===== config.mk =====
export PLATFORM = sky130hd
export DESIGN_NAME = register_bank_responder
export DESIGN_NICKNAME = d
export VERILOG_FILES = /design/src/rtl/register_bank_responder.sv
export SDC_FILE = /design/constraint.sdc
export NUM_CORES = 1
export LEC_CHECK = 0
export CAP_MARGIN = 20
export CELL_PAD_IN_SITES_DETAIL_PLACEMENT = 2
export CELL_PAD_IN_SITES_GLOBAL_PLACEMENT = 2
export CORE_MARGIN = 8
export CORE_UTILIZATION = 30
export DETAILED_ROUTE_END_ITERATION = 12
export MAX_ROUTING_LAYER = met4
export PLACE_DENSITY_LB_ADDON = 0.1
export SYNTH_ARGS = -nofsm -noshare
export SYNTH_HDL_FRONTEND = slang
export SYNTH_SLANG_ARGS = --single-unit

===== constraint.sdc =====
create_clock -name clock -period 1.9 [get_ports clock]
set_clock_uncertainty 0.1 [all_clocks]
set_input_delay 0.38 -clock clock [delete_from_list [all_inputs] [get_ports clock]]
set_output_delay 0.38 -clock clock [all_outputs]
set_load 0.02 [all_outputs]

===== src/rtl/register_bank_responder.sv =====
// Register-bank responder: 2^ADDR_WIDTH x DATA_WIDTH registers, one access per chip_enable rising edge.
// Optional REGBANK_ZERO_REG_EN makes register 0 read as zero and ignore writes.
module register_bank_responder #(
    parameter int DATA_WIDTH = 16,
    parameter int ADDR_WIDTH = 4
) (
    input  logic                  clock,
    input  logic                  reset,
    input  logic                  chip_enable,
    input  logic                  write_enable,
    input  logic [ADDR_WIDTH-1:0] address,
    input  logic [DATA_WIDTH-1:0] valueIn,
    output logic [DATA_WIDTH-1:0] valueOut,
    output logic                  ack,
    output logic                  busy,
    output logic                  collision
);

    localparam int DEPTH = 1 << ADDR_WIDTH;

`ifdef REGBANK_ZERO_REG_EN
    localparam bit ZERO_REG_EN = 1'b1;
`else
    localparam bit ZERO_REG_EN = 1'b0;
`endif

    typedef enum logic [1:0] {
        IDLE,
        ACCESS,
        DONE
    } state_t;

    state_t                  state_q, state_d;
    logic                    ce_q;
    logic                    req_edge;
    logic                    capture;
    logic                    req_we_q, req_we_d;
    logic [ADDR_WIDTH-1:0]   req_addr_q, req_addr_d;
    logic [DATA_WIDTH-1:0]   req_data_q, req_data_d;
    logic [DATA_WIDTH-1:0]   valueOut_q, valueOut_d;
    logic                    ack_q, ack_d;
    logic                    collision_q, collision_d;
    logic [DATA_WIDTH-1:0]   mem_q [DEPTH];
    logic                    mem_we;
    logic [DATA_WIDTH-1:0]   rd_data;
    logic [DATA_WIDTH-1:0]   echo_data;

    function automatic logic is_zero_reg(input logic [ADDR_WIDTH-1:0] addr);
        return ZERO_REG_EN && (addr == '0);
    endfunction

    assign req_edge = chip_enable & ~ce_q;

    always_comb begin
        state_d = state_q;
        capture = 1'b0;
        case (state_q)
            IDLE: begin
                if (req_edge) begin
                    capture = 1'b1;
                    state_d = ACCESS;
                end
            end
            ACCESS:  state_d = DONE;
            DONE:    state_d = IDLE;
            default: state_d = IDLE;
        endcase
    end

    // Request registers only load when an edge is accepted in IDLE.
    always_comb begin
        req_we_d   = req_we_q;
        req_addr_d = req_addr_q;
        req_data_d = req_data_q;
        if (capture) begin
            req_we_d   = write_enable;
            req_addr_d = address;
            req_data_d = valueIn;
        end
    end

    always_comb begin
        rd_data     = is_zero_reg(req_addr_q) ? '0 : mem_q[req_addr_q];
        echo_data   = is_zero_reg(req_addr_q) ? '0 : req_data_q;
        mem_we      = (state_q == ACCESS) && req_we_q && !is_zero_reg(req_addr_q);
        valueOut_d  = valueOut_q;
        if (state_q == ACCESS) begin
            valueOut_d = req_we_q ? echo_data : rd_data;
        end
        ack_d       = (state_q == ACCESS);
        collision_d = collision_q | (req_edge & (state_q != IDLE));
    end

    always_ff @(posedge clock) begin
        if (reset) begin
            state_q     <= IDLE;
            ce_q        <= 1'b0;
            req_we_q    <= 1'b0;
            req_addr_q  <= '0;
            req_data_q  <= '0;
            valueOut_q  <= '0;
            ack_q       <= 1'b0;
            collision_q <= 1'b0;
        end else begin
            state_q     <= state_d;
            ce_q        <= chip_enable;
            req_we_q    <= req_we_d;
            req_addr_q  <= req_addr_d;
            req_data_q  <= req_data_d;
            valueOut_q  <= valueOut_d;
            ack_q       <= ack_d;
            collision_q <= collision_d;
        end
    end

    // Reset clears the whole bank, so an in-flight write never lands.
    always_ff @(posedge clock) begin
        if (reset) begin
            for (int i = 0; i < DEPTH; i++) begin
                mem_q[i] <= '0;
            end
        end else if (mem_we) begin
            mem_q[req_addr_q] <= req_data_q;
        end
    end

    assign valueOut  = valueOut_q;
    assign ack       = ack_q;
    assign busy      = (state_q != IDLE);
    assign collision = collision_q;

endmodule


---- After elaboration in Yosys (flattened, before gate mapping) ----
Memories as Yosys holds them, arrays and structs flattened. A register that Yosys moved wholly into a read port is not among the register bits.
Cells that the tools add are included.
word-level totals
  register bits ........................... 26
  output and inout bits ................... 19
  bits of input ports ..................... 24
  memories ................................ 1
  RAM bits ................................ 256
memories
  memory  depth  width  rd ports  clocked after Yosys merged registers in  wr ports  line  source
  mem_q   16     16     1         1                                        16        43    logic [DATA_WIDTH-1:0] mem_q [DEPTH];
cells by class
  equal/unequal tests ..................... 2
  muxes and demuxes ....................... 12
  bitwise gates (word level) .............. 4
  reduce and logical (&&, ||, !) cells .... 4
operators by type and width
  operator            count
  $mux 16             1
  $reduce_or 16->1    1
  $mux 1              8
  $mux 4              1
  $pmux 2 s2          1
  $and 1x1->1         2
  $eq 2x1->1 const B  1
  $logic_not 2->1     1
  $mux 2              1
  $ne 2x2->1 const B  1
  $reduce_bool 2->1   1
  $logic_and 1x1->1   1
  $not 1->1           1
  $or 1x1->1          1

---- Depth between registers and ports, before layout ----
  depth after elaboration ................. 7
  mapped depth ............................ 7
  depth with buffers taken out ............ 4

---- Worst setup path before layout ----
Ideal clock, no wire load.
  kind .................................... input port to flip-flop
  start ................................... input reset
  end ..................................... memory mem_q[8][0], enable pin
  setup slack ............................. -0.026 ns
  arrival time ............................ 1.493 ns
  stages .................................. 5
  path buffers ............................ 1
  cell sequence ........................... and4bb_1 buf_6 nand3b_4 nor3_4 or2_2
RTL lines
  item                line  source
  start: declaration  8     input logic reset,
  end: declaration    43

==> summary.md <==
| Metric | Value |
|---|---|
| Global-route wire length before repair | `66.79 mm` |
| Final max-slew violation count | `0` |
| Setup violations, final | `0` |
| Peak per-stage delay on the critical path | `0.37 ns` |
| Antenna violations before repair | `3` |
| Sequential Power Share | `0.463` |
| Critical path required time | `2.26 ns` |
| LEAKAGE | `6.537 nW` |
| Post-synthesis adder-cell area fraction | `0` |
| Timing-limited maximum frequency | `528.0 MHz` |
| Crit Reg-Reg Endpoint | `valueOut[11]` |
| Overflow left after global routing | `0` |
| Final period utilization | `0.9969` |
| Post-route antenna net violation count | `0` |
| Setup CP Type | `flop to flop` |
| Unrepaired setup endpoints after global routing | `yes` |
| Post-synthesis sequential element count | `298` |
| Deepest clock path buffer count | `3` |
| Post-synth top flop | `edfxtp_1` |
| Fill count | `4504` |
| Worst slack on hold paths | `0.2851 ns` |
| TritonCTS Sinks | `298` |
| Area share of and/or/nand/nor cells after synthesis | `0.1814` |
| Hold buffers post-CTS | `0` |
| Arrival time at the worst endpoint | `2.25 ns` |
| Die H | `229.0 µm` |
| Cell taking the most area after synthesis | `edfxtp_1` |
| Vias in the first global route | `9702` |
| Share of synthesized area spent on multiplexers | `0.09831` |
| Cell Area, Synth | `13610 µm²` |
| Effective utilization at floorplan | `0.3018` |
| Final hold vios | `0` |
| Slew Limit Headroom | `0.6404` |
| Launching element type of the critical path | `flop` |
| Synthesized instance count | `1019` |
| Largest net degree at the start of global routing | `35` |
| Main combinational cell family by area after synthesis | `simple AND/OR/NAND/NOR gates` |
| Register-to-Register Path Depth | `6` |
| Detailed router's first-iteration violation count | `586` |
| Number of nets in the finished design | `1228` |
| Worst Min Path Start | `address[1]` |
| Area of the core | `45090 µm²` |
| Yosys cell types | `42` |
| Internal power of the cells | `12.25 mW` |
| IO Port Bufs | `42` |
| Area of the die | `52420 µm²` |
| Element type at the critical path end | `flop` |
| Clock slew at reported path FFs | `0.06 ns` |
| P_sw | `3.778 mW` |
| Transition at the pin with the smallest max-transition slack | `0.5387 ns` |
| Clock buffers created by TritonCTS | `37` |
| Worst-case register-to-register setup slack | `0.006 ns` |
| Share of power burned in the clock network | `0.438` |
| Number of placement rows | `78` |
| Class of the most critical hold timing path | `primary input to flop` |
| Average vias per placed instance | `4.848` |
| Synth-to-layout area growth | `31.88%` |
| Final weighted congestion in routability-driven placement | `0.7421` |
| Yosys Warn Count | `0` |
| Switching power share of the total | `0.2357` |
| Compound-cell area share of the yosys netlist | `0.05794` |
| End point of the critical path | `valueOut[11]` |
| Status | `finished, final reports clean` |
| Clock tree from TritonCTS | `done` |
| Share of final-layout standard cells stronger than drive strength 1 | `0.3166` |
| Power density normalized to cell area | `893.3 nW/µm²` |
| Share of the core filled with cells in the final layout | `0.3980` |
| Max-Cap Viols | `0` |
| Number of top-level design ports | `43` |
| Routed wire length | `46.70 mm` |
| Syn nets | `1043` |
| Average wire per cell in the routed design | `25.48 µm` |
| Worst reg2reg startpoint | `req_addr_q[1]` |
| Leading cell types by total area after synthesis | `edfxtp_1 57%, and2_1 12%, dfxtp_1 6.2%, mux2i_1 6.1%, mux4_2 2.6%` |
| Clock latency on the worst-skew pair | `0.55 ns` |
| Vias after detailed routing | `8887` |
| Total half-perimeter wirelength after legalization and detailed placement | `31.08 mm` |
| Pre-antenna DRT Iters | `5` |
| Total global routing track utilization | `0.1787` |
| Die boundary width | `229.0 µm` |
| Peak supply drop | `0.5601 mV` |
| Final worst path period need | `1.894 ns` |
| Count of flip-flops with a built-in enable after synthesis | `256` |
| Count of unresolved DRC violations after routing | `0` |
| Average instance area after synthesis | `13.35 µm²` |
| Worst-path cell with the longest stage delay | `a221oi_1` |
| Sequential cell area fraction in the yosys report | `0.6268` |
| Library cell used as clock root buffer | `clkbuf_16` |
| Comb pwr share | `0.099` |
| Synthesized-area fraction occupied by xor and xnor cells | `0` |
| First element of the critical path | `req_addr_q[1]` |
| Chain of cells forming the critical path | `buf_6 > and2_4 > a221oi_1 > buf_4 > o21ai_0 > a311oi_1` |
| Critical-path maximum fanout | `8` |
| Share of the synthesized area in the top cell type | `0.5650` |
| Async set-or-reset flop fraction in the synthesized netlist | `0` |
| H-tree depth | `2` |
how the worst min path moves through the flow:
stage,end,slack [ns],cells after the start
after floorplan,echo_data[0],0.39,2
after global placement,echo_data[4],0.40,2
after detailed placement,echo_data[4],0.41,2
after CTS,echo_data[8],0.26,3
after global routing,echo_data[3],0.29,3
final,req_addr_q[1],0.29,3
worst max-delay path: cells and delay by family, from the launching register on:
family / cells / cell delay, ns
AOI/OAI and AO/OA: 3 / 0.80
buffers and inverters: 2 / 0.35
DFF: 1 / 0.36
and+or+nand+nor: 1 / 0.20
registers in the layout, summed over array words and instances (netlist names):
register / cells
echo_data: 16
collision: 1
req_we_q: 1
mem_q: 256
ack: 1
req_addr_q: 4
state_q: 2
ce_q: 1
valueOut: 16
power groups by stage:
stage / Combinational (mW) / Sequential [mW] / Clock [mW]
floorplan: 0.625 / 7.52 / 0
global placement: 1.37 / 7.56 / 0
detailed placement: 1.38 / 7.57 / 0
CTS: 1.49 / 7.42 / 7.22
global route: 1.68 / 7.44 / 7.48
finish: 1.58 / 7.42 / 7.03
through the flow:
| step | cells | setup WS (ns) | area, µm² | TNS, ns | total power [mW] |
|---|---|---|---|---|---|
| global route | 1832 | -0.04959 | 17940 | -2.077 | 16.60 |
| CTS | 1809 | -0.04464 | 17340 | -1.305 | 16.13 |
| finish | 1833 | 0.005887 | 17940 | 0 | 16.03 |
| global placement | 1726 | -0.1841 | 15790 | -31.89 | 8.923 |
| detailed placement | 1726 | -0.2115 | 15790 | -46.88 | 8.952 |
| floorplan | 1019 | 0.02697 | 13610 | 0 | 8.146 |
metal layers:
metal / GRT usage / vias up / share of wire
met1: 0.2451 / 4637 / 0.48
met4: 0.04324 / 0 / 0.012
met2: 0.2802 / 148 / 0.47
li1: - / 4065 / -
met3: 0.02159 / 37 / 0.032
met5: - / - / 0
placed cells by master (no fill, tap or decap), types with 4 or more instances in the layout:
cell,count
a21oi_1,21
a221oi_1,8
a221oi_2,19
a311oi_1,10
a311oi_2,6
and2_1,256
buf_12,32
buf_4,129
buf_6,16
clkbuf_1,12
clkbuf_16,42
clkbuf_8,9
clkdlybuf4s50_1,22
dfxtp_1,36
dfxtp_2,4
dlygate4sd2_1,16
edfxtp_1,256
mux2_2,13
mux2i_1,75
mux2i_2,7
mux4_2,16
nand2_1,42
nand3b_1,19
nor2_1,23
nor2_2,18
nor2_4,11
nor3_4,4
o21ai_0,17
o21ai_1,8
o21ai_2,6
o22ai_1,9
o22ai_2,4
or2_2,9
or2_4,10
what timing repair did:
action | CTS | global route
pin swaps | 3 | 16
cloned | 3 | 4
setup endpoints to repair | 461 | 259
buffers inserted | 13 | 21
resized for setup | 80 | 80
final cells by class:
type | count | area [µm²] | area share
clock inverters | 7 | 61.31 | 0.003417
inverters | 1 | 3.754 | 0.0002092
well taps | 600 | 750.7 | 0.04184
clock buffers | 60 | 1145 | 0.06380
flip-flops and latches | 298 | 8541 | 0.4760
multi-input cells | 639 | 5074 | 0.2828
diodes | 1 | 2.502 | 0.0001395
repair buffers | 227 | 2366 | 0.1319
Yosys cell counts (12+ instances only):
library cell / number
and2_1: 257
edfxtp_1: 256
mux2i_1: 83
nand2_1: 43
dfxtp_1: 42
nor2_1: 40
clkbuf_1: 36
a221oi_1: 29
o21ai_0: 22
a21oi_1: 21
nand3b_1: 19
or2_2: 17
a311oi_1: 16
mux4_2: 16
o22ai_1: 16
buf_4: 13
mux2_2: 13
buf_2: 12
logic make-up after synthesis:
kind of cell,count (synthesis)
AOI/OAI and AO/OA,118
and+or+nand+nor,407
muxes,112
buffers and inverters,84
DFF,298
Power figures use the tool's default switching activity.
